`config.mk`:
```
export PLATFORM = sky130hd
export DESIGN_NAME = ddr3_clk_rst_seq
export DESIGN_NICKNAME = d
export VERILOG_FILES = /design/src/rtl/ddr3_clk_rst_seq.sv
export SDC_FILE = /design/constraint.sdc
export NUM_CORES = 1
export LEC_CHECK = 0
export CAP_MARGIN = 40
export CORE_MARGIN = 2
export CORE_UTILIZATION = 30
export CTS_CLUSTER_DIAMETER = 60
export DETAILED_ROUTE_END_ITERATION = 8
export GPL_TIMING_DRIVEN = 0
export PLACE_DENSITY = 0.53
export SLEW_MARGIN = 10
export SYNTH_ARGS = -nofsm -noshare
export SYNTH_HDL_FRONTEND = slang
export SYNTH_SLANG_ARGS = --single-unit
```
`constraint.sdc`:
```
create_clock -name init_clk -period 4.4 [get_ports init_clk]
set_input_delay 0.88 -clock init_clk [delete_from_list [all_inputs] [get_ports init_clk]]
set_output_delay 0.88 -clock init_clk [all_outputs]
set_load 0.05 [all_outputs]
```
`src/rtl/ddr3_clk_rst_seq.sv`:
```
// Reset sequencer for the DDR3 PLL domain: qualifies PLL lock, releases the DDR3
// controller reset, waits for calibration, then releases the system reset.
module ddr3_clk_rst_seq #(
  parameter int LOCK_STABLE  = 1024,
  parameter int DDR_RST_HOLD = 200,
  parameter int CAL_TIMEOUT  = 1048576,
  parameter int RETRY_MAX    = 3,
  parameter int CNT_W        = 21
) (
  input  logic       init_clk,
  input  logic       rst_n,
  input  logic       pll_lock,
  input  logic       cal_done,
  input  logic       clr_fault,
  output logic       ddr_rst_n,
  output logic       sys_rst_n,
  output logic       ready,
  output logic       fault,
  output logic [1:0] retry_cnt,
  output logic [2:0] state_o
);

  typedef enum logic [2:0] {
    S_WAIT_LOCK = 3'd0,
    S_STABLE    = 3'd1,
    S_DDR_RST   = 3'd2,
    S_WAIT_CAL  = 3'd3,
    S_RUN       = 3'd4,
    S_FAULT     = 3'd5
  } state_t;

  // The WAIT_LOCK sample counts as the first stable cycle, so STABLE exits one early.
  localparam logic [CNT_W-1:0] LOCK_LAST = CNT_W'(LOCK_STABLE - 1);
  localparam logic [CNT_W-1:0] HOLD_LAST = CNT_W'(DDR_RST_HOLD - 1);
  localparam logic [CNT_W-1:0] CAL_LAST  = CNT_W'(CAL_TIMEOUT - 1);
  localparam logic [1:0]       RETRY_LIM = 2'(RETRY_MAX);

  logic             r_lock_meta, r_lock_s;
  logic             r_cal_meta, r_cal_s;
  state_t           r_state;
  logic [CNT_W-1:0] r_cnt;
  logic [1:0]       r_retry;
  logic             r_ddr_rst_n, r_sys_rst_n, r_ready, r_fault;
  logic             w_restart;

  always_ff @(posedge init_clk or negedge rst_n) begin
    if (!rst_n) begin
      r_lock_meta <= 1'b0;
      r_lock_s    <= 1'b0;
      r_cal_meta  <= 1'b0;
      r_cal_s     <= 1'b0;
    end else begin
      r_lock_meta <= pll_lock;
      r_lock_s    <= r_lock_meta;
      r_cal_meta  <= cal_done;
      r_cal_s     <= r_cal_meta;
    end
  end

  // Lock loss beats timeout beats cal_done, so any restart pre-empts the RUN entry.
  always_comb begin
    w_restart = 1'b0;
    case (r_state)
      S_DDR_RST:  w_restart = !r_lock_s;
      S_WAIT_CAL: w_restart = !r_lock_s || (r_cnt == CAL_LAST);
      S_RUN:      w_restart = !r_lock_s || !r_cal_s;
      default:    w_restart = 1'b0;
    endcase
  end

  always_ff @(posedge init_clk or negedge rst_n) begin
    if (!rst_n) begin
      r_state     <= S_WAIT_LOCK;
      r_cnt       <= '0;
      r_retry     <= 2'd0;
      r_ddr_rst_n <= 1'b0;
      r_sys_rst_n <= 1'b0;
      r_ready     <= 1'b0;
      r_fault     <= 1'b0;
    end else if (w_restart) begin
      r_cnt       <= '0;
      r_ddr_rst_n <= 1'b0;
      r_sys_rst_n <= 1'b0;
      r_ready     <= 1'b0;
      if (r_retry < RETRY_LIM) begin
        r_retry <= r_retry + 2'd1;
        r_state <= S_WAIT_LOCK;
      end else begin
        r_state <= S_FAULT;
        r_fault <= 1'b1;
      end
    end else begin
      case (r_state)
        S_WAIT_LOCK: begin
          if (r_lock_s) begin
            r_state <= S_STABLE;
            r_cnt   <= CNT_W'(1);
          end else begin
            r_cnt <= '0;
          end
        end
        S_STABLE: begin
          if (!r_lock_s) begin
            r_state <= S_WAIT_LOCK;
            r_cnt   <= '0;
          end else if (r_cnt == LOCK_LAST) begin
            r_state <= S_DDR_RST;
            r_cnt   <= '0;
          end else begin
            r_cnt <= r_cnt + CNT_W'(1);
          end
        end
        S_DDR_RST: begin
          if (r_cnt == HOLD_LAST) begin
            r_state     <= S_WAIT_CAL;
            r_cnt       <= '0;
            r_ddr_rst_n <= 1'b1;
          end else begin
            r_cnt <= r_cnt + CNT_W'(1);
          end
        end
        S_WAIT_CAL: begin
          if (r_cal_s) begin
            r_state     <= S_RUN;
            r_sys_rst_n <= 1'b1;
            r_ready     <= 1'b1;
          end else begin
            r_cnt <= r_cnt + CNT_W'(1);
          end
        end
        S_RUN: ;
        S_FAULT: begin
          if (clr_fault) begin
            r_state <= S_WAIT_LOCK;
            r_cnt   <= '0;
            r_retry <= 2'd0;
            r_fault <= 1'b0;
          end
        end
        default: begin
          r_state     <= S_WAIT_LOCK;
          r_cnt       <= '0;
          r_ddr_rst_n <= 1'b0;
          r_sys_rst_n <= 1'b0;
          r_ready     <= 1'b0;
          r_fault     <= 1'b0;
        end
      endcase
    end
  end

  assign ddr_rst_n = r_ddr_rst_n;
  assign sys_rst_n = r_sys_rst_n;
  assign ready     = r_ready;
  assign fault     = r_fault;
  assign retry_cnt = r_retry;
  assign state_o   = r_state;

endmodule

```
==> impl_metrics.env <==
export IMPL_num_rows=29
export IMPL_r2r_setup_slack_ns=2.02
export IMPL_ant_nets=0
export IMPL_worst_pin_slew_ns=0.775
export IMPL_p_per_area_nw_per_um2=453
export IMPL_antenna_cells=0
export IMPL_hpwl_um=3140
export IMPL_grt_use_met3_pct=2.65
export IMPL_hp_start="r_lock_meta$_DFF_PN0_"
export IMPL_reg2reg_from="r_cnt[0]$_DFFE_PN0P_"
export IMPL_ir_drop_v=0.000295
export IMPL_cts_tree="yes"
export IMPL_antenna_found_initial=0
export IMPL_final_nets=230
export IMPL_cp_buffers_inverters=1
export IMPL_hold_path_endpoint="r_lock_s$_DFF_PN0_"
export IMPL_netSwitchingFraction_pct=40.4
export IMPL_hold_depth=0
export IMPL_post_cts_setup_buffers=0
export IMPL_clk_pin_slew_ns=0.07
export IMPL_worstSetupPathType="register to output pin"
export IMPL_internal_power_mw=0.604
export IMPL_path_delay_family="buffers and inverters"
export IMPL_grt_use_total_pct=12.9
export IMPL_grt_busiest_layer="met2"
export IMPL_yosysTopAreaCell="dfrtp_1"
export IMPL_drt_iter0_drc=120
export IMPL_ys_async_sr_fraction_pct=100
export IMPL_gp_congestion=0.805
export IMPL_syn_inst=203
export IMPL_finalCritPeriodShare_pct=56.2
export IMPL_required_ns=3.52
export IMPL_synthTopCellsByCount="nand2_1, dfrtp_1, nand3_1"
export IMPL_root_buffer="clkbuf_8"
export IMPL_ctsResizeCount=0
export IMPL_crit_arrival_ns=1.59
export IMPL_syn_area_um2=1930
export IMPL_synth_top_cell_area_share_pct=42.7
export IMPL_die_h_um=84.2
export IMPL_insertion_delay_ns=0.28
export IMPL_core_area_um2=6280
export IMPL_p_leak_nw=0.882
export IMPL_post_route_min_period_ns=2.47
export IMPL_area_delta_synth_final_pct=15.7
export IMPL_n_fill_cell=649
export IMPL_ctsHoldBuffers=0
export IMPL_setup_violations=0
export IMPL_rsz0062_at_grt="no"
export IMPL_io_buffers=13
export IMPL_critical_path_max_stage_delay_ns=0.85
export IMPL_cp_start_kind="register"
export IMPL_outcome="finished clean"
export IMPL_critPathCaptureType="output pin"
export IMPL_power_switching_mw=0.409
export IMPL_synth_area_leaders="dfrtp_1, nand2_1, o311ai_0, nand3_1, buf_6"
export IMPL_maxCapViolCount=0
export IMPL_synth_most_common_cell="nand2_1"
export IMPL_dp_cells=293
export IMPL_slew_headroom_pct=48.4
export IMPL_dr_pass1_iters=4
export IMPL_synth_seq_cells=33
export IMPL_maxSlewViolCount=0
export IMPL_critPathSlowestCell="clkdlybuf4s50_1"
export IMPL_final_cells=301
export IMPL_start_util_pct=30.8
export IMPL_seq_area_um2=826
export IMPL_h_tree_depth=2
export IMPL_postSynthAreaPerCell_um2=9.52
export IMPL_ioPinCount=14
export IMPL_vias_per_cell=5.52
export IMPL_multiInputGateArea_um2=1000
export IMPL_groute_layer_met2_usage_pct=20.9
export IMPL_syn_num_nets=210
export IMPL_grt_pass1_vias=1494
export IMPL_die_w_um=84.2
export IMPL_yosys_cell_types_count=51
export IMPL_r2r_end="r_cnt[20]$_DFFE_PN0P_"
export IMPL_numClockSinks=33
export IMPL_drt_wirelength_per_cell_um=14.7
export IMPL_drive_above_1_share_pct=13.8
export IMPL_synth_edf_count=0
export IMPL_met1_usage_pct=17.4
export IMPL_grt_max_degree=34
export IMPL_clkPwrFrac_pct=22.0
export IMPL_r2r_worst_path_cells=7
export IMPL_seqPwrFrac_pct=35.8
export IMPL_vias=1661
export IMPL_routed_wl_um=4440
export IMPL_hold_viol=0
export IMPL_max_freq_ghz=0.404
export IMPL_yosysWarnings=0
export IMPL_gr_total_overflow=0
export IMPL_pwr_share_comb_pct=42.1
export IMPL_ys_seq_area_share_pct=42.7
export IMPL_drc_errors=0
export IMPL_cts_made_buffers=5
export IMPL_cts_buffer_depth=2
export IMPL_worstPathMaxFanout=6
export IMPL_path_cells="clkdlybuf4s50_1"
export IMPL_min_delay_path_class="register to register"
export IMPL_ys_flop_type="dfrtp_1"
export IMPL_clock_skew_ns=0.00424
export IMPL_setup_tns_final_ns=0
export IMPL_grt_pass1_wl_um=7400
export IMPL_die_area_um2=7100
[cell usage in the layout (no fill, tap or decap), drive strengths merged, types with 7 or more instances in the layout]
cell / instances
nand3: 18
nand2: 36
nand4: 9
nor2: 9
o311ai: 11
dfrtp: 33
clkdlybuf4s50: 12
inv: 7
buf: 9
o21ai: 10
[metrics by stage]
stage | utilization [%] | hold slack (ns) | setup WS (ns) | power (mW) | cell area, um2
3_5_place_dp | 34.3 | 0.336 | 1.99 | 0.798 | 2150
6_report | 35.6 | 0.348 | 1.93 | 1.01 | 2240
2_1_floorplan | - | 0.331 | 2.18 | 0.677 | 1930
4_1_cts | 35.6 | 0.352 | 1.91 | 1.03 | 2240
5_1_grt | 35.6 | 0.362 | 1.84 | 1.08 | 2240
3_3_place_gp | 34.4 | 0.333 | 1.70 | 0.800 | 2160
[cell type report]
cell class / count / area share, %
multi-input cells: 155 / 44.7
inverters: 7 / 1.18
clock buffers: 6 / 3.25
plain buffers: 8 / 3.58
flip-flops and latches: 33 / 36.9
clock inverters: 2 / 0.448
repair buffers: 13 / 5.60
well taps: 77 / 4.31
[flip-flops by register name, indices dropped and copies added, names as in the netlist]
| signal | count |
|---|---|
| retry_cnt | 2 |
| r_lock_meta | 1 |
| r_cnt | 21 |
| state_o | 3 |
| r_cal_s | 1 |
| fault | 1 |
| r_lock_s | 1 |
| r_cal_meta | 1 |
| ready | 1 |
| ddr_rst_n | 1 |
[metal layers]
metal | part of all wire [%] | up-vias
met3 | 2.9 | 6
met4 | 1.4 | 0
met2 | 47 | 28
met5 | 0 | -
li1 | - | 814
met1 | 48 | 813
[cells by family (layout without fill, tap and decap cells)]
logic type / Yosys count / in the layout / synth area share [%]
flip-flops: 33 / 33 / 42.7
AO/OA/AOI/OAI: 52 / 52 / 21.2
adder cells (fa/ha/maj): 2 / 2 / 1.30
buffers and inverters: 15 / 36 / 5.51
multiplexers: 2 / 2 / 1.04
AND/OR/NAND/NOR: 99 / 99 / 28.2
[worst max path at each step]
stage / cells after the start / end / startpoint
5_1_grt: 7 / r_cnt[20]$_DFFE_PN0P_ / r_cnt[0]$_DFFE_PN0P_
6_report: 1 / state_o[0] / state_o[0]$_DFFE_PN0P_
4_1_cts: 1 / state_o[0] / state_o[0]$_DFFE_PN0P_
3_3_place_gp: 1 / state_o[1]$_DFFE_PN0P_ / rst_n
3_5_place_dp: 7 / r_cnt[20]$_DFFE_PN0P_ / r_cnt[0]$_DFFE_PN0P_
2_1_floorplan: 8 / r_cnt[14]$_DFFE_PN0P_ / state_o[1]$_DFFE_PN0P_
[power groups by stage]
stage                     Clock, mW  Combinational (mW)  Sequential (mW)
after CTS                     0.233               0.430            0.364
final                         0.223               0.427            0.363
after floorplan                   0               0.235            0.442
after detailed placement          0               0.429            0.370
after global routing          0.250               0.459            0.369
after global placement            0               0.431            0.369
Power figures use the tool's default switching activity.
